==> src/rtl/guess_controller_if.sv <==
// Bundled port group between the Hangman game logic and guess_controller.
// HANGMAN_HINT_EN adds the hint_req/hint_used pair.
interface guess_controller_if #(
  parameter int WORD_LEN = 8
);
  logic                    word_load;
  logic [5*WORD_LEN-1:0]   word_in;
  logic [3:0]              word_len;
  logic                    in_game;
  logic                    guess_valid;
  logic [4:0]              guess_letter;
  logic                    guess_ready;
  logic [WORD_LEN-1:0]     revealed_mask;
  logic [3:0]              wrong_count;
  logic                    guess_hit;
  logic                    guess_miss;
  logic                    guess_dup;
  logic                    win_game;
  logic                    lost_game;
`ifdef HANGMAN_HINT_EN
  logic                    hint_req;
  logic                    hint_used;

  modport master (
    output word_load, word_in, word_len, in_game, guess_valid, guess_letter, hint_req,
    input  guess_ready, revealed_mask, wrong_count, guess_hit, guess_miss, guess_dup,
           win_game, lost_game, hint_used
  );
  modport slave (
    input  word_load, word_in, word_len, in_game, guess_valid, guess_letter, hint_req,
    output guess_ready, revealed_mask, wrong_count, guess_hit, guess_miss, guess_dup,
           win_game, lost_game, hint_used
  );
`else
  modport master (
    output word_load, word_in, word_len, in_game, guess_valid, guess_letter,
    input  guess_ready, revealed_mask, wrong_count, guess_hit, guess_miss, guess_dup,
           win_game, lost_game
  );
  modport slave (
    input  word_load, word_in, word_len, in_game, guess_valid, guess_letter,
    output guess_ready, revealed_mask, wrong_count, guess_hit, guess_miss, guess_dup,
           win_game, lost_game
  );
`endif
endinterface

==> src/rtl/guess_controller.sv <==
// Per-round Hangman guess engine: scans the word one letter per cycle, tracks mask/wrong count.
// Optional HANGMAN_HINT_EN: hint_req reveals the lowest hidden letter at the cost of one wrong guess.
//
// state   | meaning
// IDLE    | waiting for a guess (or hint)
// SCAN    | comparing latched letter against word, one position per cycle
// RESOLVE | commit mask/count, emit exactly one result pulse
// END     | round won or lost; holds until word_load
module guess_controller #(
  parameter int WORD_LEN  = 8,
  parameter int MAX_WRONG = 6
) (
  input  logic              clk_i,
  input  logic              reset_i,
  guess_controller_if.slave bus
);

  typedef enum logic [1:0] {S_IDLE, S_SCAN, S_RESOLVE, S_END} state_t;

  state_t                state_q, state_d;
  logic [5*WORD_LEN-1:0] word_q, word_d;
  logic [3:0]            len_q, len_d;
  logic [WORD_LEN-1:0]   mask_q, mask_d;
  logic [WORD_LEN-1:0]   scan_mask_q, scan_mask_d;
  logic [3:0]            count_q, count_d;
  logic [3:0]            idx_q, idx_d;
  logic [25:0]           guessed_q, guessed_d;
  logic [4:0]            letter_q, letter_d;
  logic                  found_q, found_d;
  logic                  dup_q, dup_d;
  logic                  hit_q, hit_d, miss_q, miss_d, dupo_q, dupo_d;
  logic                  win_q, win_d, lost_q, lost_d;
`ifdef HANGMAN_HINT_EN
  logic                  hint_q, hint_d;
  logic                  hint_used_q, hint_used_d;
  logic [4:0]            hint_letter;
`endif

  logic                  ready;
  logic                  is_dup;
  logic [WORD_LEN-1:0]   active;
  logic [WORD_LEN-1:0]   new_mask;
  logic [3:0]            new_count;
  logic                  new_win;

  always_comb begin
    for (int i = 0; i < WORD_LEN; i++) active[i] = (4'(i) < len_q);
  end

  assign ready     = (state_q == S_IDLE) & bus.in_game & ~win_q & ~lost_q;
  assign new_mask  = mask_q | scan_mask_q;
  assign new_win   = ((new_mask & active) == active);
  assign new_count = (count_q != 4'(MAX_WRONG)) ? count_q + 4'd1 : count_q;

  // Out-of-alphabet codes are treated like repeats: no scan, no penalty.
  always_comb begin
    is_dup = (bus.guess_letter >= 5'd26);
    for (int i = 0; i < 26; i++) begin
      if (bus.guess_letter == 5'(i) && guessed_q[i]) is_dup = 1'b1;
    end
  end

`ifdef HANGMAN_HINT_EN
  always_comb begin
    hint_letter = '0;
    for (int i = WORD_LEN - 1; i >= 0; i--) begin
      if (active[i] && !mask_q[i]) hint_letter = word_q[5*i +: 5];
    end
  end
`endif

  always_comb begin
    state_d     = state_q;
    word_d      = word_q;
    len_d       = len_q;
    mask_d      = mask_q;
    scan_mask_d = scan_mask_q;
    count_d     = count_q;
    idx_d       = idx_q;
    guessed_d   = guessed_q;
    letter_d    = letter_q;
    found_d     = found_q;
    dup_d       = dup_q;
    win_d       = win_q;
    lost_d      = lost_q;
    hit_d       = 1'b0;
    miss_d      = 1'b0;
    dupo_d      = 1'b0;
`ifdef HANGMAN_HINT_EN
    hint_d      = hint_q;
    hint_used_d = 1'b0;
`endif

    case (state_q)
      S_IDLE: begin
        if (ready && bus.guess_valid) begin
          letter_d    = bus.guess_letter;
          idx_d       = 4'd0;
          scan_mask_d = '0;
          found_d     = 1'b0;
          dup_d       = is_dup;
          state_d     = is_dup ? S_RESOLVE : S_SCAN;
`ifdef HANGMAN_HINT_EN
          hint_d      = 1'b0;
        end else if (ready && bus.hint_req) begin
          letter_d    = hint_letter;
          idx_d       = 4'd0;
          scan_mask_d = '0;
          found_d     = 1'b0;
          dup_d       = 1'b0;
          hint_d      = 1'b1;
          state_d     = S_SCAN;
`endif
        end
      end

      S_SCAN: begin
        for (int i = 0; i < WORD_LEN; i++) begin
          if (idx_q == 4'(i) && active[i] && word_q[5*i +: 5] == letter_q) begin
            scan_mask_d[i] = 1'b1;
            found_d        = 1'b1;
          end
        end
        idx_d = idx_q + 4'd1;
        if (idx_q == 4'(WORD_LEN - 1)) state_d = S_RESOLVE;
      end

      S_RESOLVE: begin
        if (dup_q) begin
          dupo_d = 1'b1;
        end else begin
          for (int i = 0; i < 26; i++) begin
            if (letter_q == 5'(i)) guessed_d[i] = 1'b1;
          end
          mask_d = new_mask;
`ifdef HANGMAN_HINT_EN
          if (hint_q) begin
            count_d     = new_count;
            hint_used_d = 1'b1;
          end else
`endif
          if (found_q) begin
            hit_d = 1'b1;
          end else begin
            miss_d  = 1'b1;
            count_d = new_count;
          end
        end
        win_d   = ~dup_q & new_win;
        lost_d  = ~win_d & (count_d == 4'(MAX_WRONG));
        state_d = (win_d || lost_d) ? S_END : S_IDLE;
      end

      default: ;
    endcase

    // A new word overrides everything, including an in-flight guess.
    if (bus.word_load) begin
      word_d      = bus.word_in;
      if (bus.word_len == 4'd0)                 len_d = 4'd1;
      else if (bus.word_len > 4'(WORD_LEN))     len_d = 4'(WORD_LEN);
      else                                      len_d = bus.word_len;
      mask_d      = '0;
      scan_mask_d = '0;
      count_d     = 4'd0;
      idx_d       = 4'd0;
      guessed_d   = '0;
      found_d     = 1'b0;
      dup_d       = 1'b0;
      win_d       = 1'b0;
      lost_d      = 1'b0;
      hit_d       = 1'b0;
      miss_d      = 1'b0;
      dupo_d      = 1'b0;
`ifdef HANGMAN_HINT_EN
      hint_d      = 1'b0;
      hint_used_d = 1'b0;
`endif
      state_d     = S_IDLE;
    end
  end

  always_ff @(posedge clk_i or posedge reset_i) begin
    if (reset_i) begin
      state_q     <= S_IDLE;
      word_q      <= '0;
      len_q       <= 4'd1;
      mask_q      <= '0;
      scan_mask_q <= '0;
      count_q     <= 4'd0;
      idx_q       <= 4'd0;
      guessed_q   <= '0;
      letter_q    <= 5'd0;
      found_q     <= 1'b0;
      dup_q       <= 1'b0;
      hit_q       <= 1'b0;
      miss_q      <= 1'b0;
      dupo_q      <= 1'b0;
      win_q       <= 1'b0;
      lost_q      <= 1'b0;
`ifdef HANGMAN_HINT_EN
      hint_q      <= 1'b0;
      hint_used_q <= 1'b0;
`endif
    end else begin
      state_q     <= state_d;
      word_q      <= word_d;
      len_q       <= len_d;
      mask_q      <= mask_d;
      scan_mask_q <= scan_mask_d;
      count_q     <= count_d;
      idx_q       <= idx_d;
      guessed_q   <= guessed_d;
      letter_q    <= letter_d;
      found_q     <= found_d;
      dup_q       <= dup_d;
      hit_q       <= hit_d;
      miss_q      <= miss_d;
      dupo_q      <= dupo_d;
      win_q       <= win_d;
      lost_q      <= lost_d;
`ifdef HANGMAN_HINT_EN
      hint_q      <= hint_d;
      hint_used_q <= hint_used_d;
`endif
    end
  end

  assign bus.guess_ready   = ready;
  assign bus.revealed_mask = mask_q;
  assign bus.wrong_count   = count_q;
  assign bus.guess_hit     = hit_q;
  assign bus.guess_miss    = miss_q;
  assign bus.guess_dup     = dupo_q;
  assign bus.win_game      = win_q;
  assign bus.lost_game     = lost_q;
`ifdef HANGMAN_HINT_EN
  assign bus.hint_used     = hint_used_q;
`endif

endmodule

==> src/flat_wrapper.sv <==
// flat-port wrapper written by rule: the top's interface ports become plain ports
module guess_controller_flat 
#(
  parameter int WORD_LEN  = 8,
  parameter int MAX_WRONG = 6
)
  (clk_i, reset_i, bus_word_load, bus_word_in, bus_word_len, bus_in_game, bus_guess_valid, bus_guess_letter, bus_guess_ready, bus_revealed_mask, bus_wrong_count, bus_guess_hit, bus_guess_miss, bus_guess_dup, bus_win_game, bus_lost_game);
  guess_controller_if #(.WORD_LEN(WORD_LEN)) bus_i ();
  input  logic clk_i;
  input  logic reset_i;
  input wire logic [$bits(bus_i.word_load)-1:0] bus_word_load;
  input wire logic [$bits(bus_i.word_in)-1:0] bus_word_in;
  input wire logic [$bits(bus_i.word_len)-1:0] bus_word_len;
  input wire logic [$bits(bus_i.in_game)-1:0] bus_in_game;
  input wire logic [$bits(bus_i.guess_valid)-1:0] bus_guess_valid;
  input wire logic [$bits(bus_i.guess_letter)-1:0] bus_guess_letter;
  output wire logic [$bits(bus_i.guess_ready)-1:0] bus_guess_ready;
  output wire logic [$bits(bus_i.revealed_mask)-1:0] bus_revealed_mask;
  output wire logic [$bits(bus_i.wrong_count)-1:0] bus_wrong_count;
  output wire logic [$bits(bus_i.guess_hit)-1:0] bus_guess_hit;
  output wire logic [$bits(bus_i.guess_miss)-1:0] bus_guess_miss;
  output wire logic [$bits(bus_i.guess_dup)-1:0] bus_guess_dup;
  output wire logic [$bits(bus_i.win_game)-1:0] bus_win_game;
  output wire logic [$bits(bus_i.lost_game)-1:0] bus_lost_game;
  assign bus_i.word_load = bus_word_load;
  assign bus_i.word_in = bus_word_in;
  assign bus_i.word_len = bus_word_len;
  assign bus_i.in_game = bus_in_game;
  assign bus_i.guess_valid = bus_guess_valid;
  assign bus_i.guess_letter = bus_guess_letter;
  assign bus_guess_ready = bus_i.guess_ready;
  assign bus_revealed_mask = bus_i.revealed_mask;
  assign bus_wrong_count = bus_i.wrong_count;
  assign bus_guess_hit = bus_i.guess_hit;
  assign bus_guess_miss = bus_i.guess_miss;
  assign bus_guess_dup = bus_i.guess_dup;
  assign bus_win_game = bus_i.win_game;
  assign bus_lost_game = bus_i.lost_game;
  guess_controller #(.WORD_LEN(WORD_LEN), .MAX_WRONG(MAX_WRONG)) u_core (.clk_i(clk_i), .reset_i(reset_i), .bus(bus_i));
endmodule
==> config.mk <==
export PLATFORM = sky130hd
export DESIGN_NAME = guess_controller_flat
export DESIGN_NICKNAME = d
export VERILOG_FILES = /design/src/rtl/guess_controller_if.sv /design/src/rtl/guess_controller.sv /design/src/flat_wrapper.sv
export SDC_FILE = /design/constraint.sdc
export NUM_CORES = 1
export LEC_CHECK = 0
export ABC_CLOCK_PERIOD_IN_PS = 4550
export CORE_AREA = 2 2 103 105
export DETAILED_ROUTE_END_ITERATION = 12
export DIE_AREA = 0 0 105 107
export PLACE_DENSITY_LB_ADDON = 0.1
export SLEW_MARGIN = 20
export SYNTH_ARGS = -nofsm -noshare
export SYNTH_HDL_FRONTEND = slang
export SYNTH_SLANG_ARGS = --single-unit
==> constraint.sdc <==
create_clock -name clk_i -period 4.55 [get_ports clk_i]
set_input_delay 0.91 -clock clk_i [delete_from_list [all_inputs] [get_ports clk_i]]
set_output_delay 0.91 -clock clk_i [all_outputs]
set_load 0.02 [all_outputs]
; Word level (Yosys, flattened, before mapping)
; Index checks and enable logic that the tools add are counted.
[classes]
n_addsub = 2
magnitude_cmp = 10
n_eq_ne = 82
muxes = 114
bitwise_logic = 11
n_reduce_logical = 120
[op_table]
columns = op, n
row1 = $reduce_and A3 Y1, 36
row2 = $eq A5 B5 Y1 const B, 20
row3 = $mux W1, 87
row4 = $eq A5 B4 Y1 const B, 16
row5 = $mux W26, 3
row6 = $reduce_bool A2 Y1, 29
row7 = $logic_and A1 B1 Y1, 43
row8 = $eq A5 B3 Y1 const B, 8
row9 = $eq A5 B5 Y1, 8
row10 = $mux W4, 10
row11 = $mux W8, 5
row12 = $ne A3 B2 Y1 const B, 9
row13 = $eq A4 B3 Y1 const B, 5
row14 = $eq A5 B2 Y1 const B, 4
row15 = $lt A3 B4 Y1 const A, 4
row16 = $pmux W8 S2, 1
row17 = $eq A5 B1 Y1 const B, 2
row18 = $logic_not A5 Y1, 2
row19 = $mux W2, 5
row20 = $ne A10 B2 Y1 const B, 1
row21 = $add A4 B1 Y4 const B, 2
row22 = $and A8 B8 Y8, 1
row23 = $eq A4 B2 Y1 const B, 2
row24 = $eq A8 B8 Y1, 1
row25 = 22 further kinds, 35
[word_totals]
register_bits = 108
output_inout_bits = 18
wordCells = 387

; Longest topological paths before layout
; Gate-level depths: netlist (run 1).
[logic_depth]
word_depth = 32
mapped_depth = 8
depth_no_buf = 8

; Worst setup path before layout (run 1)
; No wires, ideal clock.
[synth_path]
path_kind = input -> register
startpoint = input bus_guess_letter[2]
endpoint = register u_core.state_q[1]
setup_ns = 0.120
arrival_time_ns = 2.458
required_ns = 4.430
path_slack_ns = 1.971
cell_stages = 7
path_buffers = 1
path_cell_list = buf_2 mux2_1 a211oi_1 a31oi_1 or4_1 a21o_1 o211a_1
[synth_via]
elab_chain_len = 32
elab_cells_between_ends = 83
classes_between = 1 x order compare / 25 x eq/ne / 30 x mux / 27 x reduce/logical
[synth_rtl]
columns = item, line
row1 = "start, declared", flat_wrapper.sv:16  ; input wire logic [$bits(bus_i.guess_letter)-1:0] bus_guess_letter;
row2 = "parallel branches: the longest is 27 deep, another holds $ge A5 B5 Y1", n/a
row3 = $mux W1 *, guess_controller.sv:59  ; if (bus.guess_letter == 5'(i) && guessed_q[i]) is_dup = 1'b1;
row4 = $mux W2 *, guess_controller.sv:102  ; state_d = is_dup ? S_RESOLVE : S_SCAN;
row5 = $mux W2 *, guess_controller.sv:96  ; if (ready && bus.guess_valid) begin
row6 = $pmux W2 S3 *, guess_controller.sv:94  ; case (state_q)
row7 = $mux W2 *, guess_controller.sv:158  ; if (bus.word_load) begin
row8 = "end signal, assigned", guess_controller.sv:206  ; state_q <= state_d;
row9 = "end, declared", guess_controller.sv:20  ; state_t state_q, state_d;
; Every way passes the cells marked *. The select of a mux whose other input is x is not followed.
; A chain may end at the register's enable or synchronous reset.

; Worst setup path after layout (run 1)
; Same ends and word-level chain as after synthesis.

==> results.yml, run 1 <==
yosys:
  postSynthNetCount: 588
  synth_cell_types: 62
  synth-simple-area-share_pct: 16.5
  synth_edf_count: 0
  ys_dominant_reg_cell: "dfrtp_1"
  ys_warn_count: 0
  synthesis.area_per_instance_um2: 10.4
  flip_flop_and_latch_count_after_synthesis: 108
  synth_compound_area_share_pct: 10.5
  ys_async_sr_fraction_pct: 100
  synth_top_cells_by_area: "dfrtp_1 (49%), mux2_2 (9.3%), xnor2_1 (5.2%), nor2_1 (5.0%), a21oi_1 (4.2%)"
  yosys.area.top_type: "dfrtp_1"
  synth_xor_xnor_area_share_pct: 6.77
  yosysTopAreaCellShare_pct: 49.3
  portion_of_the_post_synthesis_area_used_by_sequential_elements_pct: 49.7
  mappedNetlistArea_mm2: 0.00544
  post_synth_inst_count: 525
  synth_top_family_by_area: "simple AND/OR/NAND/NOR gates"
  post_synth_fa_ha_maj_area_fraction_pct: 2.07
  yosys-mux-area-fraction_pct: 11.0
timing:
  hold_violations: 0
  slew_viol_final: 0
  rsz0062_at_grt: "false"
  worst_hold_slack_ns: 0.511
  min_period_ns: 3.14
  tightestPinTransition_ns: 0.765
  final.setup_skew_ns: 0.0222
  max-slew-margin-rel_pct: 48.8
  setup_ws_ns: 1.41
  timing.final.crit_share_pct: 69.1
  highest_clock_frequency_the_design_can_meet_mhz: 318
  setup_viol: 0
  timing.setup.tns_ns: 0
place:
  dp.final_hpwl_um: 8970
  buffer_ports.inserted: 71
  routabilityCongestion: 0.880
  numPlacedInstances: 704
  place_ws_ns: 1.02
  placement.cell_area_mm2: 0.00620
cts:
  worst_skew_pair.late_latency_ns: 0.38
  tritoncts.num_buffers: 9
  cts-root-to-sink-buffers: 2
  cts-htree-levels: 3
  tritoncts: "yes"
  post_cts.resized_instances: 0
  worst_setup_hold_path_clk_slew_ns: 0.12
  clk_root_buffer_cell: "clkbuf_8"
  post_cts.repair.setup_buffers: 0
  cts_hold_repair.buffers: 0
  cts.sink_count: 108
critical_path:
  criticalPathCategory: "input pin to flop"
  worstPathRequired_ns: 4.80
  critical_path.max_fanout: 18
  worstReg2RegStart: "u_core.state_q[0]"
  timing.critical_path.cells: "clkdlybuf4s50_1 > mux2_1 > a211oi_1 > a31oi_1 > or4_1 > a21o_1 > o211a_1"
  critPathMaxStageDelay_ns: 0.87
  worst_r2r_endpoint: "u_core.guessed_q[1]"
  cp.arrival_ns: 3.40
  worst_setup_path_start_kind: "input pin"
  cp_num_buf_inv: 1
  critPathSlowestCell: "clkdlybuf4s50_1"
  worst-r2r-setup-slack_ns: 1.99
  worstSetupEndpointType: "flop"
  total_stage_count_of_the_critical_path: 7
  worst_path_dominant_cell_family: "buffers and inverters"
  r2r_worst_path_depth: 8
pwr:
  total_power_mw: 2.62
  power_density_mw_per_mm2: 410
  static-leakage-power_nw: 2.66
  ir_drop_mv: 0.282
  clock_power_share_pct: 21.9
  power_switching_share_pct: 36.8
  total_switching_power_mw: 0.967
  p_seq_share_pct: 48.8
  power_frac_comb_pct: 29.3
  intPower_mw: 1.66
grt:
  grt_pass1_vias: 4101
  overall_global_routing_usage_pct: 23.6
  grt_start_max_net_pins: 58
  grt_ovf: 0
  global_route_wire_length_before_repair_um: 21000
  number_of_antenna_violations_at_the_first_check_in_global_routing: 0
drt:
  postRouteWirelength_um: 12500
  dr.pass1.iters: 4
  avgViaCountPerCell: 5.70
  post-route-drc-count: 0
  dr.first_iter.drc_count: 235
  detailroute.via_count: 4106
  detail_route.wl_per_cell_um: 17.3
  drt.antenna.violating_nets: 0
finish:
  number_of_cells_in_the_finished_layout_apart_from_fillers: 720
  layout.cells.most_common_list: "dfrtp_1 (107), nor2_1 (72), clkdlybuf4s50_1 (70), a21oi_1 (46), mux2_2 (45)"
  finalCoreUtilization_pct: 63.4
  final_design_area_no_fill_mm2: 0.00640
  syn2layout_area_growth_pct: 17.7
  drive_above_1_share_pct: 12.3
  nNetsFinal: 642
  layout.cells.most_common: "dfrtp_1"
  antennaDiodeCount: 0
floorplan:
  die-height_um: 107
  start_util_pct: 53.9
  core_area_mm2: 0.0101
  floorplan.die.width_um: 105
  io_pins: 72
  placementRows: 37
  fp.dieArea_mm2: 0.0112
run:
  max_cap_viol_count: 0
worst_hold_path:
  timing.hold.worst_endpoint: "u_core.guessed_q[9]"
  worst_min_delay_path_category: "flop to flop"
  worstHoldPathCells: 2
  holdCritStartpoint: "u_core.guessed_q[9]"
run_status:
  outcome: "finished, final reports clean"
[logic make-up after synthesis]
family          after synthesis
xor+xnor                     42
flops                       108
simple gates                176
compound gates               91
fa+ha+maj                     9
mux                          54
buf+inv                      45
[worst register-to-register path: stages, from the launching register on]
cell,delay [ns]
dfrtp_1,0.41
inv_1,0.09
ha_1,0.30
inv_2,0.12
nor2_1,0.60
o21bai_1,0.25
nor3_1,0.48
a21oi_1,0.14
nor2_1,0.12
[worst max path at each step]
| stage | endpoint | from | slack (ns) |
|---|---|---|---|
| floorplan | u_core.bus.guess_dup | reset_i | 0.80 |
| global placement | u_core.state_q[1] | bus_guess_letter[2] | 1.16 |
| detailed placement | u_core.state_q[1] | bus_guess_letter[2] | 1.02 |
| CTS | bus_guess_ready | bus_in_game | 1.40 |
| global route | u_core.state_q[1] | bus_guess_letter[2] | 1.29 |
| finish | u_core.state_q[1] | bus_guess_letter[2] | 1.41 |
[Yosys cell counts, drive strengths merged (3+ instances only)]
cell type,n
nor3,16
inv,14
nand2,18
a211oi,5
mux2i,8
nand2b,8
dfrtp,107
nand3b,6
or3,5
nor2,72
nor2b,8
a31oi,4
or4,3
buf,13
nor4,6
ha,9
o21ai,10
a21oi,46
clkbuf,18
xor2,10
xnor2,32
nand3,9
nor3b,4
mux2,46
nand4,10
[routing by layer]
layer  up-vias  track usage (%)  part of all wire [%]
met2       116             39.8                    49
met3        15             4.38                   5.1
met4         0             5.90                  0.96
met1      2029             31.7                    45
met5         -                0                     0
li1       1946                -                     -
[power groups by stage]
stage                     Sequential, mW  Combinational [mW]  Clock (mW)
after detailed placement            1.30               0.762           0
after floorplan                     1.15               0.673           0
after global placement              1.30               0.745           0
after global routing                1.30               0.859       0.623
final                               1.28               0.768       0.576
after CTS                           1.28               0.769       0.586
[state kept, by name, summed over array words and instances, names as in the netlist, 2 cells and up]
name,count
u_core.bus.wrong_count,4
u_core.state_q,2
u_core.len_q,4
u_core.idx_q,4
u_core.guessed_q,26
u_core.letter_q,5
u_core.word_q,40
u_core.scan_mask_q,8
u_core.bus.revealed_mask,8
[final cells by class]
cell class	instances	area, um^2
Tap cell	136	170
Clock inverter	6	55.1
Fill cell	887	3700
Timing Repair Buffer	74	731
Inverter	14	55.1
Multi-Input combinational cell	372	2540
Sequential cell	108	2700
Clock buffer	10	138
(Power assumes the default switching activity.)
==> run 2: changes to the inputs <==
- ABC_CLOCK_PERIOD_IN_PS: 4550 -> 3100
- clock period: 4.55 -> 3.1 ns (I/O delays scaled with it)
==> run 2 against run 1 <==
Against the previous run: critical path type is now flop to primary output; first-iteration DRC count shrank 17%; critical path depth shrank 3; clock skew shrank 0.0058 ns; global-route usage shrank 0.20 points; largest cell class unchanged; clock-buffer cell count shrank 1.
==> results.yml, run 2 (synthesized netlist as in run 1, its figures left out) <==
run_status:
  outcome: "finished, final reports clean"
timing:
  tightestPinTransition_ns: 0.747
  max-slew-margin-rel_pct: 50.2
  slew_viol_final: 0
  highest_clock_frequency_the_design_can_meet_mhz: 377
  min_period_ns: 2.66
  setup_viol: 0
  timing.final.crit_share_pct: 85.6
  worst_hold_slack_ns: 0.498
  setup_ws_ns: 0.445
  final.setup_skew_ns: 0.0164
  hold_violations: 0
  rsz0062_at_grt: "false"
  timing.setup.tns_ns: 0
drt:
  drt.antenna.violating_nets: 0
  detail_route.wl_per_cell_um: 16.9
  postRouteWirelength_um: 12300
  dr.pass1.iters: 4
  avgViaCountPerCell: 5.68
  detailroute.via_count: 4127
  post-route-drc-count: 0
  dr.first_iter.drc_count: 194
cts:
  clk_root_buffer_cell: "clkbuf_8"
  worst_skew_pair.late_latency_ns: 0.39
  post_cts.repair.setup_buffers: 0
  cts-htree-levels: 3
  tritoncts.num_buffers: 9
  tritoncts: "yes"
  worst_setup_hold_path_clk_slew_ns: 0.12
  cts_hold_repair.buffers: 0
  cts.sink_count: 108
  cts-root-to-sink-buffers: 2
  post_cts.resized_instances: 0
floorplan:
  core_area_mm2: 0.0101
  placementRows: 37
  floorplan.die.width_um: 105
  start_util_pct: 53.9
  fp.dieArea_mm2: 0.0112
  die-height_um: 107
  io_pins: 72
critical_path:
  worstSetupEndpointType: "primary output"
  criticalPathCategory: "flop to primary output"
  cp_num_buf_inv: 2
  worst_setup_path_start_kind: "flop"
  timing.critical_path.cells: "inv_1 > ha_1 > and4bb_1 > clkdlybuf4s50_1"
  critPathMaxStageDelay_ns: 0.61
  critical_path.max_fanout: 5
  worst_path_dominant_cell_family: "buffers and inverters"
  worstPathRequired_ns: 2.48
  critPathSlowestCell: "clkdlybuf4s50_1"
  cp.arrival_ns: 2.04
  r2r_worst_path_depth: 6
  total_stage_count_of_the_critical_path: 4
place:
  numPlacedInstances: 710
  place_ws_ns: 0.196
  buffer_ports.inserted: 71
  routabilityCongestion: 0.883
  placement.cell_area_mm2: 0.00627
  dp.final_hpwl_um: 8910
worst_hold_path:
  worst_min_delay_path_category: "flop to flop"
  worstHoldPathCells: 2
grt:
  overall_global_routing_usage_pct: 23.4
  number_of_antenna_violations_at_the_first_check_in_global_routing: 0
  grt_start_max_net_pins: 63
  global_route_wire_length_before_repair_um: 20500
  grt_ovf: 0
  grt_pass1_vias: 4051
finish:
  final_design_area_no_fill_mm2: 0.00646
  syn2layout_area_growth_pct: 18.9
  layout.cells.most_common_list: "dfrtp_1 (107), nor2_1 (72), clkdlybuf4s50_1 (70), a21oi_1 (46), mux2_2 (45)"
  layout.cells.most_common: "dfrtp_1"
  drive_above_1_share_pct: 13.2
  nNetsFinal: 648
  layout.filler_cells: 887
  largest_register_ffs: 40
  number_of_cells_in_the_finished_layout_apart_from_fillers: 726
  multi_input_comb_area_mm2: 0.00254
  top_reg_by_flops: "u_core.word_q"
  antennaDiodeCount: 0
  biggestRegsByFlops: "u_core.word_q: 40 flops, u_core.guessed_q: 26 flops"
  layout.area.seq_mm2: 0.00270
pwr:
  power_switching_share_pct: 37.1
  ir_drop_mv: 0.460
  static-leakage-power_nw: 2.69
  power_frac_comb_pct: 29.5
  intPower_mw: 2.43
  total_switching_power_mw: 1.43
  clock_power_share_pct: 21.9
  power_density_mw_per_mm2: 597
  p_seq_share_pct: 48.5
run:
  max_cap_viol_count: 0
run 2: path summary, 6_finish.rpt:
kind,start,end,slack (ns)
worst min register to register,u_core.guessed_q[10],u_core.guessed_q[10],0.50
worst min-delay path,u_core.guessed_q[10],u_core.guessed_q[10],0.50
worst max register to register,u_core.len_q[3],u_core.state_q[0],0.64
worst max-delay path,u_core.state_q[1],bus_guess_ready,0.44
max in group asynchronous,reset_i,u_core.word_q[10],1.80
min in group asynchronous,reset_i,u_core.word_q[36],0.65
run 2: power groups by stage:
| stage | logic, mW | clock network (mW) | registers [mW] |
|---|---|---|---|
| 6_report | 1.14 | 0.846 | 1.87 |
| 5_1_grt | 1.27 | 0.935 | 1.91 |
| 4_1_cts | 1.14 | 0.870 | 1.87 |
| 3_5_place_dp | 1.14 | 0 | 1.90 |
| 3_3_place_gp | 1.11 | 0 | 1.91 |
| 2_1_floorplan | 0.989 | 0 | 1.68 |
run 2: worst min-delay path, cell delays in order (launching register included):
cell and delay, ns:
dfrtp_1 0.36, a21oi_1 0.04, nor2_1 0.07
run 2: metrics by stage:
stage	util, %	power [mW]
after floorplan	-	2.67
after global placement	62.2	3.02
after detailed placement	62.2	3.04
after CTS	64.1	3.89
after global routing	64.1	4.11
final	64.1	3.86
run 2: metal layers:
metal	vias up	global-route usage, %	wire length (um)	part of all wire (%)
li1	1969	-	-	-
met1	2015	32.0	5600	46
met2	128	37.4	5750	47
met3	15	6.26	784	6.4
met4	0	5.81	142	1.2
met5	-	0	0	0
run 2: area by class of cell:
class | count | share of cell area, %
Sequential cell | 108 | 41.8
Multi-Input combinational cell | 372 | 39.3
Timing Repair Buffer | 80 | 12.4
Tap cell | 136 | 2.63
Clock buffer | 9 | 1.92
Clock inverter | 7 | 1.03
Inverter | 14 | 0.871
